`src/rtl/aes_ofb_stream_ctrl.sv`:
```
// AES-128 OFB stream controller: turns an upstream block stream into a
// keystream-XORed downstream stream using an external AES block engine.
// Encryption and decryption share this one path.
// Optional feature: define OFB_PREFETCH_EN to compute the next keystream
// block ahead of time, so an accepted block leaves on the following cycle.
module aes_ofb_stream_ctrl (
  input  logic         clk,
  input  logic         rst,
  input  logic         start,
  input  logic [127:0] key,
  input  logic [127:0] iv,
  input  logic         s_valid,
  output logic         s_ready,
  input  logic [127:0] s_data,
  input  logic         s_last,
  output logic         m_valid,
  input  logic         m_ready,
  output logic [127:0] m_data,
  output logic         m_last,
  output logic         core_ld,
  output logic [127:0] core_key,
  output logic [127:0] core_din,
  input  logic         core_done,
  input  logic [127:0] core_dout,
  output logic         busy
);

  typedef enum logic [1:0] {IDLE, ARMED, GEN, OUT} state_t;

  state_t       state, state_nxt;
  logic [127:0] key_r;
  logic [127:0] ks;
  logic         ld_pend;
  logic         done_ok;

  assign core_key = key_r;
  assign core_din = ks;

  // State register
  always_ff @(posedge clk) begin
    if (rst) state <= IDLE;
    else     state <= state_nxt;
  end

`ifdef OFB_PREFETCH_EN
  logic ks_valid;
  logic req_out;
  logic accept;

  assign accept  = (state == ARMED) && ks_valid && s_valid;
  assign done_ok = core_done && req_out && !ld_pend;

  // Next state and handshake outputs; GEN is never entered with prefetch
  always_comb begin
    state_nxt = state;
    s_ready   = (state == ARMED) && ks_valid;
    m_valid   = (state == OUT);
    busy      = (state != IDLE);
    core_ld   = ld_pend;
    case (state)
      IDLE:    if (start) state_nxt = ARMED;
      ARMED:   if (accept) state_nxt = OUT;
      OUT:     if (m_ready) state_nxt = m_last ? IDLE : ARMED;
      default: state_nxt = IDLE;
    endcase
  end

  // Datapath: session load, keystream refill from the engine, output XOR
  always_ff @(posedge clk) begin
    if (rst) begin
      key_r    <= '0;
      ks       <= '0;
      m_data   <= '0;
      m_last   <= 1'b0;
      ld_pend  <= 1'b0;
      ks_valid <= 1'b0;
      req_out  <= 1'b0;
    end else begin
      ld_pend <= 1'b0;
      if (ld_pend) req_out <= 1'b1;
      if (state == IDLE && start) begin
        key_r    <= key;
        ks       <= iv;
        ks_valid <= 1'b0;
        ld_pend  <= 1'b1;
      end
      if (done_ok) begin
        ks       <= core_dout;
        ks_valid <= 1'b1;
        req_out  <= 1'b0;
      end
      if (accept) begin
        m_data   <= s_data ^ ks;
        m_last   <= s_last;
        ks_valid <= 1'b0;
        ld_pend  <= !s_last;
      end
    end
  end
`else
  logic [127:0] data_r;
  logic         last_r;

  assign done_ok = core_done && (state == GEN) && !ld_pend;

  // Next state and handshake outputs; core_ld only in the first GEN cycle
  always_comb begin
    state_nxt = state;
    s_ready   = (state == ARMED);
    m_valid   = (state == OUT);
    busy      = (state != IDLE);
    core_ld   = ld_pend;
    case (state)
      IDLE:    if (start) state_nxt = ARMED;
      ARMED:   if (s_valid) state_nxt = GEN;
      GEN:     if (done_ok) state_nxt = OUT;
      OUT:     if (m_ready) state_nxt = m_last ? IDLE : ARMED;
      default: state_nxt = IDLE;
    endcase
  end

  // Datapath: session load, block latch, keystream update and output XOR
  always_ff @(posedge clk) begin
    if (rst) begin
      key_r   <= '0;
      ks      <= '0;
      data_r  <= '0;
      last_r  <= 1'b0;
      m_data  <= '0;
      m_last  <= 1'b0;
      ld_pend <= 1'b0;
    end else begin
      ld_pend <= 1'b0;
      if (state == IDLE && start) begin
        key_r <= key;
        ks    <= iv;
      end
      if (state == ARMED && s_valid) begin
        data_r  <= s_data;
        last_r  <= s_last;
        ld_pend <= 1'b1;
      end
      if (done_ok) begin
        ks     <= core_dout;
        m_data <= data_r ^ core_dout;
        m_last <= last_r;
      end
    end
  end
`endif

endmodule
```
`config.mk`:
```
export PLATFORM = sky130hd
export DESIGN_NAME = aes_ofb_stream_ctrl
export DESIGN_NICKNAME = d
export VERILOG_FILES = /design/src/rtl/aes_ofb_stream_ctrl.sv
export SDC_FILE = /design/constraint.sdc
export NUM_CORES = 1
export LEC_CHECK = 0
export ABC_CLOCK_PERIOD_IN_PS = 1700
export BUFFER_PORTS_ARGS = -buffer_cell sky130_fd_sc_hd__buf_2
export CAP_MARGIN = 20
export CORE_AREA = 4 4 347 349
export CTS_CLUSTER_DIAMETER = 60
export CTS_CLUSTER_SIZE = 10
export DETAILED_ROUTE_END_ITERATION = 10
export DIE_AREA = 0 0 351 353
export HOLD_SLACK_MARGIN = 0.02
export PLACE_DENSITY_LB_ADDON = 0.15
export SLEW_MARGIN = 20
export SYNTH_ARGS = -nofsm -noshare
export SYNTH_HDL_FRONTEND = slang
export SYNTH_SLANG_ARGS = --single-unit
```
`constraint.sdc`:
```
create_clock -name clk -period 1.7 [get_ports clk]
set_input_delay 0.17 -clock clk [delete_from_list [all_inputs] [get_ports clk]]
set_output_delay 0.17 -clock clk [all_outputs]
set_load 0.1 [all_outputs]
```
==> flow_summary.yaml <==
finish:
  final_area_mm2: 0.03808
  syn_to_final_growth_pct: 86.68
  final_util: 0.3242
  seq_area_mm2: 0.01036
  drive_above_1_share: 0.4025
  fillers: 12450
  multi_input_area_mm2: 0.01044
  fin_nets: 4456
setup_path:
  crit_required_ns: 2.24
  end_kind: "flop"
  reg2reg_slack_ns: -0.07
  arrival_ns: 2.31
  startpoint_type: "flop"
  critical_path.slowest_cell: "dfxtp_4"
  path_class: "reg2reg"
  reg2reg_depth: 9
  cp_max_fo: 6
  worst_path_largest_cell_delay_ns: 0.35
  cp_cell_sequence: "inv_4 -> ha_4 -> buf_6 -> and2_4 -> buf_12 -> clkbuf_16 -> buf_8 -> nand2_2 -> a311oi_1"
clocking:
  cts_sinks: 517
  cts.clk_slew.worst_paths_ns: 0.06
  clock_path_buffers: 3
  cts_made_buffers: 76
  cts_tree: "yes"
  clk_latency_ns: 0.63
  cts_root_buffer: "clkbuf_16"
  h-tree-depth: 3
floorplan:
  coreArea_mm2: 0.1175
  die_height_um: 353
  initial_core_util: 0.1737
  die_area_mm2: 0.1239
  fp-row-count: 126
  die_w_um: 351
  pin_count: 908
synthesis:
  synth_top_cell_by_area: "dfxtp_1"
  synth-edff-count: 0
  synth-seq-cells: 517
  synthDistinctLibCells: 23
  synth-seq-area-share: 0.5074
  netlist_top_cells_count: "777 x nand2_1, 517 x dfxtp_1, 258 x a21oi_1"
  syn_avg_cell_area_um2: 8.449
  synthTopCellsByArea: "dfxtp_1 51%, nand2_1 14%, a21oi_1 6.3%"
  netlist.area_leader.share: 0.5074
  netlist_instances: 2414
  ys_warn_count: 0
  ys_async_sr_fraction: 0
  yosysMostFrequentCell: "nand2_1"
  synth_area_mm2: 0.02040
  synth_top_flop_cell: "dfxtp_1"
  synth.net_count: 2938
sta:
  drv_slew: 0
  hold_viol: 0
  tightest_slew_ns: 0.5748
  setup_tns_ns: -1.951
  rsz0062_at_grt: "yes"
  setup_slack_ns: -0.07318
  post-route-min-period_ns: 1.773
  final-setup-viol-count: 70
  min_period_over_period: 1.043
  whs_ns: 0.03594
  fmax_mhz: 564.0
  clock_skew_ns: 0.02245
  max_slew_margin: 0.6195
routing:
  num_vias: 22790
  vias_per_cell: 4.124
  ant_nets: 0
  drt-wirelength-per-cell_um: 19.54
  drc: 0
  drt_iter0_drc: 1041
  drt-total-wl_mm: 107.9
  first_pass_iters: 5
grt:
  grt_pass1_vias: 23780
  antenna_found_initial: 6
  grt-ovfl-total: 0
  grt_use_total: 0.1569
  grt_start_max_net_pins: 59
  grt_pass1_wl_mm: 148.4
run:
  max-cap-violations: 0
outcome:
  violations: "setup timing"
  outcome: "complete, but fails checks"
power:
  vdd_drop_max_mv: 0.9997
  leakage_nw: 16.05
  total_power_w: 0.06589
  p_per_area_mw_per_mm2: 1731
placed_design:
  place.gp.congestion: 0.8058
  portBuffers: 907
  place_area_mm2: 0.02783
  dp_hpwl_mm: 76.05
hold_path:
  holdPathStages: 3
  holdCritPathClass: "in2reg"
==> layout make-up <==
class                      count  share of cell area
antenna                        4           0.0002629
sequential                   517              0.2720
multi-input combinational   1694              0.2741
inverter                       4           0.0005915
clock buffer                  94             0.05435
timing repair buffer        1639              0.3387
clock inverter                37            0.009562
tap                         1536             0.05047
==> cell families (layout without fill, tap and decap cells) <==
| logic type | Yosys count | count (layout) | share of synthesized area |
|---|---|---|---|
| DFF | 517 | 517 | 0.5074 |
| xor gates and xnor gates | 128 | 128 | 0.05496 |
| muxes | 2 | 2 | 0.0009815 |
| and+or+nand+nor | 1043 | 1043 | 0.1935 |
| buffers and inverters | 203 | 1774 | 0.04840 |
| AOI/OAI and AO/OA | 516 | 516 | 0.1916 |
| other | 0 | 4 | 0 |
| adders and majority gates | 5 | 5 | 0.003067 |
==> placed cells by master (no fill, tap or decap), types with 2 or more instances in the layout <==
cell           Yosys  final
clkinv_4           0      2
xnor2_1          128    128
buf_6             12     24
clkinv_8           0      3
diode_2            0      4
clkinvlp_4         0      4
clkbuf_1          90      8
nand2_1          777    667
clkbuf_8           0     10
dlygate4sd3_1      0    513
clkinv_2           0     17
buf_4              7    104
inv_16             0      2
nand2_4            0     70
a311oi_1         128     47
bufinv_16          0      3
buf_8              1     15
mux2i_1            2      2
a21oi_1          258    214
nand2_2            0     40
and2_4             0      2
buf_12             0     54
clkbuf_16          0     99
ha_4               0      3
a211oi_1          28     24
a311oi_2           0     81
a21oi_2            0     44
buf_16             0     13
a211oi_2         100    104
nor2_1           257    256
nor2b_1            4      4
dfxtp_2            0      2
buf_2             78    893
inv_4              0      3
inv_6              0      6
dfxtp_1          517    514
==> worst max-delay path, delay by kind of cell, from the launching register on <==
| family | cells | cell delay [ns] |
|---|---|---|
| and+or+nand+nor | 2 | 0.29 |
| buffers and inverters | 5 | 0.61 |
| AOI/OAI and AO/OA | 1 | 0.28 |
| DFF | 1 | 0.35 |
| adders and majority gates | 1 | 0.14 |
==> registers in the layout (all words and copies together), names as in the netlist <==
register,flops
last_r,1
m_data,128
core_ld,1
core_din,128
data_r,128
m_last,1
core_key,128
state,2
==> through the flow <==
step / setup slack, ns / instances
finish: -0.07318 / 5525
global route: -0.1518 / 5524
floorplan: -0.1397 / 2414
CTS: -0.07359 / 5475
detailed placement: -0.04946 / 4826
global placement: -0.01387 / 4826
==> routing by layer <==
layer | vias up | part of all wire | global-route usage
li1 | 11140 | - | -
met1 | 10640 | 0.41 | 0.1803
met2 | 789 | 0.49 | 0.2692
met5 | - | 0.00013 | 0
met3 | 209 | 0.064 | 0.04222
met4 | 2 | 0.042 | 0.07425
==> power breakdown <==
group	internal (W)	switching, W
combinational	0.00927	0.0251
clock	0.00917	0.00632
sequential	0.0147	0.00139
==> worst paths after layout <==
path | end | start
worst max register to register | core_din[59] | state[1]
worst max-delay path | core_din[59] | state[1]
worst min register to register | core_key[94] | core_key[94]
worst min-delay path | m_data[109] | core_dout[109]
==> what timing repair did <==
item | 4_1_cts | 5_1_grt
resized for setup | 26 | 387
endpoints found under the hold margin | 509 | 0
endpoints found under the setup margin | 72 | 389
pin swaps | 4 | 172
gates cloned | 3 | 26
setup buffers | 3 | 20
hold buffers | 513 | 0
Note: power is estimated with default switching activity, not from simulation.
